--- config.mk ---
export PLATFORM = sky130hd
export DESIGN_NAME = fetch_unit
export DESIGN_NICKNAME = d
export VERILOG_FILES = /design/src/rtl/fetch_unit.sv
export SDC_FILE = /design/constraint.sdc
export NUM_CORES = 1
export LEC_CHECK = 0
export CORE_MARGIN = 2
export CORE_UTILIZATION = 41
export CTS_BUF_LIST = sky130_fd_sc_hd__clkbuf_8 sky130_fd_sc_hd__clkbuf_16
export DETAILED_ROUTE_END_ITERATION = 8
export GPL_ROUTABILITY_DRIVEN = 0
export GPL_TIMING_DRIVEN = 0
export PLACE_DENSITY = 0.77
export SLEW_MARGIN = 20
export SYNTH_ARGS = -nofsm -noshare
export SYNTH_HDL_FRONTEND = slang
export SYNTH_SLANG_ARGS = --single-unit
--- constraint.sdc ---
create_clock -name clk -period 2 [get_ports clk]
set_clock_uncertainty 0.15 [all_clocks]
set_input_delay 0.4 -clock clk [delete_from_list [all_inputs] [get_ports clk]]
set_output_delay 0.4 -clock clk [all_outputs]
set_load 0.1 [all_outputs]
--- src/rtl/fetch_unit.sv ---
// Instruction fetch stage with IF/ID pipeline register for the 5-stage ARM pipeline.
// Holds the PC, applies execute-stage redirects (two-bubble penalty) and keeps saturating counters.
module fetch_unit #(
    parameter logic [31:0] RESET_PC = 32'h0000_0000,
    parameter int          CNT_W    = 16
) (
    input  logic             clk,
    input  logic             reset,
    input  logic             stall,
    input  logic             ex_is_branch,
    input  logic             branch_taken,
    input  logic [31:0]      branch_target,
    output logic [31:0]      imem_addr,
    input  logic [31:0]      imem_data,
    output logic [31:0]      pc,
    output logic [31:0]      if_id_instr,
    output logic [31:0]      if_id_pc_plus_4,
    output logic             if_id_valid,
    output logic             id_ex_flush,
    output logic [CNT_W-1:0] fetch_count,
    output logic [CNT_W-1:0] redirect_count
);

    localparam logic [CNT_W-1:0] CNT_MAX = {CNT_W{1'b1}};
    localparam logic [CNT_W-1:0] CNT_ONE = {{(CNT_W-1){1'b0}}, 1'b1};

    // Counters stick at all-ones instead of wrapping.
    function automatic logic [CNT_W-1:0] sat_inc(input logic [CNT_W-1:0] value);
        logic [CNT_W-1:0] result;
        if (value == CNT_MAX) begin
            result = value;
        end else begin
            result = value + CNT_ONE;
        end
        return result;
    endfunction

    logic [31:0]      pc_r;
    logic [31:0]      instr_r;
    logic [31:0]      pc_plus_4_r;
    logic             valid_r;
    logic [CNT_W-1:0] fetch_cnt_r;
    logic [CNT_W-1:0] redirect_cnt_r;

    logic             redirect_s;
    logic [31:0]      pc_plus_4_s;
    logic [31:0]      pc_next_s;
    logic [31:0]      instr_next_s;
    logic [31:0]      pc_plus_4_next_s;
    logic             valid_next_s;
    logic [CNT_W-1:0] fetch_cnt_next_s;
    logic [CNT_W-1:0] redirect_cnt_next_s;

    assign redirect_s  = ex_is_branch & branch_taken;
    assign pc_plus_4_s = pc_r + 32'd4;

    // Next-state selection: redirect beats stall, stall beats advance.
    always_comb begin
        pc_next_s           = pc_r;
        instr_next_s        = instr_r;
        pc_plus_4_next_s    = pc_plus_4_r;
        valid_next_s        = valid_r;
        fetch_cnt_next_s    = fetch_cnt_r;
        redirect_cnt_next_s = redirect_cnt_r;
        if (redirect_s) begin
            // The instruction held in ID is wrong-path even when stalled, so it is dropped.
            pc_next_s           = {branch_target[31:2], 2'b00};
            instr_next_s        = 32'h0000_0000;
            pc_plus_4_next_s    = 32'h0000_0000;
            valid_next_s        = 1'b0;
            redirect_cnt_next_s = sat_inc(redirect_cnt_r);
        end else if (stall) begin
            pc_next_s           = pc_r;
        end else begin
            pc_next_s           = pc_plus_4_s;
            instr_next_s        = imem_data;
            pc_plus_4_next_s    = pc_plus_4_s;
            valid_next_s        = 1'b1;
            fetch_cnt_next_s    = sat_inc(fetch_cnt_r);
        end
    end

    // PC, IF/ID register and counters.
    always_ff @(posedge clk or negedge reset) begin
        if (!reset) begin
            pc_r           <= RESET_PC;
            instr_r        <= 32'h0000_0000;
            pc_plus_4_r    <= 32'h0000_0000;
            valid_r        <= 1'b0;
            fetch_cnt_r    <= {CNT_W{1'b0}};
            redirect_cnt_r <= {CNT_W{1'b0}};
        end else begin
            pc_r           <= pc_next_s;
            instr_r        <= instr_next_s;
            pc_plus_4_r    <= pc_plus_4_next_s;
            valid_r        <= valid_next_s;
            fetch_cnt_r    <= fetch_cnt_next_s;
            redirect_cnt_r <= redirect_cnt_next_s;
        end
    end

    // Flush must reach ID/EX on the same edge the redirect lands, so it stays combinational.
    assign id_ex_flush     = redirect_s;
    assign imem_addr       = pc_r;
    assign pc              = pc_r;
    assign if_id_instr     = instr_r;
    assign if_id_pc_plus_4 = pc_plus_4_r;
    assign if_id_valid     = valid_r;
    assign fetch_count     = fetch_cnt_r;
    assign redirect_count  = redirect_cnt_r;

endmodule

* After elaboration in Yosys (flattened, before gate mapping)
Index checks and enable logic that the tools add are counted.
** Operators by class
- Bitwise gates (word level) :: 5
- $add $sub $neg :: 3
- Eq/ne operators :: 3
- Muxes and demuxes :: 7
- Reductions and logical operators :: 2
** Operator list (number)
- two-way mux 32 bit :: 5
- adder 16 x 1 -> 16 bit (second input constant) :: 2
- adder 32 x 3 -> 32 bit (second input constant) :: 1
- equality test 16 bit (second input constant) :: 2
- NOT 1 bit :: 4
- AND reduction 3 bit :: 1
- two-way mux 1 bit :: 2
- != test 2 x 1 -> 1 bit (second input constant) :: 1
- AND reduction 2 bit :: 1
- AND 1 bit :: 1
** Word-level totals
- Word-level logic and storage cells :: 26
- Register bits :: 129
- Input bits :: 69
- Output and inout port bits :: 162

* Logic depth before layout (Yosys ltp)
- Depth after elaboration :: 3
- Depth in mapped cells :: 8
- Mapped depth without buffers :: 6

* Least setup slack after synthesis
No wires, ideal clock.
- Path kind :: reg2reg
- Start point :: reg pc_r[2], in the netlist imem_addr[2]
- End point :: reg pc_r[26], in the netlist imem_addr[26]
- Setup time :: 0.077 ns
- Data required time :: 1.773 ns
- Stages on the path, launching flop included :: 7
- Setup slack :: -0.866 ns
- Period minus slack after synthesis :: 2.866 ns
- Arrival :: 2.638 ns
- Buffers on the path :: 0
- Path through :: dfrtp_1 ha_1 nand4b_1 nor3_1 nand4_1 xor2_1 o21ai_1
** Between the ends
- Cells in the longest elaborated chain, start to end :: 3
** RTL lines
- start, declared :: RTL line 38 : logic [31:0] pc_r;
- start signal, assigned :: RTL line 93 : pc_r <= pc_next_s;
- adder 32 x 3 -> 32 bit :: RTL line 55 : assign pc_plus_4_s = pc_r + 32'd4;
- two-way mux 32 bit :: RTL line 72 : end else if (stall) begin
- two-way mux 32 bit :: RTL line 65 : if (redirect_s) begin
No other way between the ends. The select of a mux whose other input is x is not followed.
A chain may end at the register's enable or synchronous reset.

* Final worst setup path
- Start point :: reg pc_r[10], in the netlist imem_addr[10]
- End point :: reg pc_r[19], in the netlist imem_addr[19]
Same word-level chain as after synthesis.

==> metrics.yaml <==
worst-r2r-cell-count: 7
pre_cts_slack_ns: -1.961
drc_errors: 0
finalCritPeriodShare_pct: 100.3
syn_inst: 644
final_cell_mix: "clkdlybuf4s15_2 (101), buf_4 (66), dfrtp_1 (65), clkdlybuf4s50_1 (62), nor2_1 (60)"
worstReg2RegStart: "imem_addr[10]"
use_met2_pct: 40.24
first_pass_iters: 4
core_um2: 15200
gr-usage-met3_pct: 7.277
max_freq_mhz: 498.7
crit_path_max_incr_delay_ns: 0.47
synthDistinctLibCells: 38
die-area_um2: 16550
min_path_type: "in2async"
drive_above_1_share_pct: 40.75
detail_route.wl_per_cell_um: 17.63
synth_seq_cells: 126
end_kind: "flip-flop"
cts_inserted_buffers: 17
clock-sinks: 126
final_common_cell: "clkdlybuf4s15_2"
tightest_slew_ns: 0.6725
rsz0062_at_grt: "true"
start_kind: "flip-flop"
die_x_um: 128.6
use_met1_pct: 29.01
vias: 5775
synth-edff-count: 0
track_usage_pct: 23.95
ant_nets: 0
fin_nets: 989
setup_slack_ns: -0.005372
rows: 45
io_buffers: 223
fillers: 1154
cap_violations: 0
wl_um: 19710
maxSlewHeadroom_pct: 55.16
power_density_nw_per_um2: 1219
hold_ws_ns: 0.2857
finalSetupViolCount: 1
cp_slowest_cell: "dfrtp_4"
busiest_layer: "met2"
r2r_setup_slack_ns: -0.005
syn_avg_cell_area_um2: 9.889
grt_pass1_vias: 5773
place_hpwl_um: 13830
async_flop_share_pct: 100.0
required_ns: 2.13
synth_warnings: 0
p_total_mw: 12.55
crit_fanout: 10
fin_crit_ns: 2.005
worstPathCellList: "nand3_2 > or3_1 > buf_6 > buf_12 > nor3_4 > xnor2_1 > o21ai_1"
synth-main-ff-cell: "dfrtp_1"
crit_start: "imem_addr[10]"
start_util_pct: 41.89
vdd_ir_drop_max_mv: 0.8174
area_delta_synth_final_pct: 61.67
final_util_pct: 67.73
drt_iter0_drc: 346
status: "finished, violations left"
cts_tree: "done"
hold_violations: 0
worstReg2RegEnd: "imem_addr[19]"
clkLatencyLatePin_ns: 0.42
worstPathArrival_ns: 2.13
seq_area_frac_synth_pct: 49.51
cts_root_buf: "clkbuf_16"
stdcell_area_um2: 10300
clk_pin_slew_ns: 0.06
viasPerCell: 5.165
antenna_found_initial: 0
post_dp_cell_area_um2: 9448
netlist_area_um2: 6369
num_io_pins: 231
finalMaxSlewViolations: 0
antenna_cells: 0
die_h_um: 128.6
grt_max_degree: 96
leakage_nw: 4.391
violations: "negative setup slack"
htree_num_levels: 4
gr-total-overflow: 0
clockBufferDepth: 2
critPathKind: "reg2reg"
grt_pass1_wl_um: 30480
==> how the worst max path moves through the flow <==
stage	endpoint	slack [ns]	depth (start not counted)
3_3_place_gp	imem_addr[8]	-5.62	1
5_1_grt	if_id_pc_plus_4[31]	-0.08	6
2_1_floorplan	fetch_count[14]	-0.26	6
4_1_cts	redirect_count[1]	0.002	1
3_5_place_dp	id_ex_flush	-1.96	6
6_report	imem_addr[19]	-0.005	7
==> flip-flops by register name, indices dropped and copies added, names as in the netlist <==
signal	flops
if_id_instr	32
if_id_valid	1
imem_addr	30
fetch_count	16
redirect_count	16
if_id_pc_plus_4	31
==> per-layer routing <==
| metal | part of all wire (%) | routed length, µm | vias up |
|---|---|---|---|
| li1 | - | - | 2729 |
| met1 | 41 | 8076 | 2788 |
| met2 | 48 | 9540 | 223 |
| met3 | 7.9 | 1567 | 35 |
| met4 | 2.7 | 530 | 0 |
| met5 | 0 | 0 | - |
==> cells in the mapped netlist, types with 2 or more instances <==
cell	count	share of area (%)
dfrtp_1	126	50
nor2_1	65	3.8
xnor2_1	57	7.8
nand2_1	52	3.1
o21ai_0	45	3.5
mux2i_1	36	5.7
buf_4	35	4.1
a21oi_1	29	2.3
nand3_1	29	2.3
xor2_1	28	3.9
clkbuf_1	25	1.5
nand4_1	23	2.3
buf_2	11	0.86
nor3_1	11	0.86
nor4_1	11	1.1
o21ai_1	8	0.63
and3_1	6	0.59
and4_1	6	0.83
inv_1	6	0.35
nor3_2	6	0.94
or3_1	4	0.39
ha_1	3	0.59
nor4_2	3	0.59
buf_1	2	0.12
mux2_2	2	0.35
nand4_2	2	0.39
nor2b_1	2	0.20
==> cell families after synthesis <==
kind of cell    share of synthesized area, %
fa+ha+maj                             0.5895
flops                                  49.51
xor+xnor                               11.69
other cells                          0.05888
compound gates                         7.093
buf+inv                                7.112
simple gates                           17.94
mux                                    6.012
==> layout make-up <==
class / instances / area (µm²) / area share (%)
Inverter: 6 / 22.52 / 0.2187
Clock inverter: 13 / 171.4 / 1.665
Timing Repair Buffer: 252 / 2396 / 23.27
Buffer: 73 / 531.8 / 5.165
Clock buffer: 19 / 452.9 / 4.399
Tap cell: 188 / 235.2 / 2.285
Sequential cell: 126 / 3309 / 32.14
Multi-Input combinational cell: 441 / 3177 / 30.85
==> critical path, delay by kind of cell, from the launching register on <==
family	cells	cell delay [ns]
compound gates	1	0.08
flops	1	0.47
buf+inv	2	0.34
simple gates	3	0.68
xor+xnor	1	0.15
==> power by group <==
group	internal, mW	switching, mW
Sequential	3.04	0.505
Clock	2.13	1.15
Combinational	1.35	4.38
Total	6.52	6.03
==> stage by stage <==
stage	cells	TNS, ns
floorplan	647	-3.311
global placement	1058	-720.90
detailed placement	1059	-86.97
CTS	1107	0
global route	1118	-0.2688
finish	1118	-0.005372
==> what timing repair did <==
| action | CTS | global route |
|---|---|---|
| endpoints found under the hold margin | 31 | 0 |
| cloned | 0 | 0 |
| setup endpoints to repair | 263 | 48 |
| pin swaps | 9 | 12 |
| gates resized for setup | 595 | 25 |
| setup buffers | 16 | 12 |
| hold buffers | 1 | 0 |
Note: power is estimated with default switching activity, not from simulation.
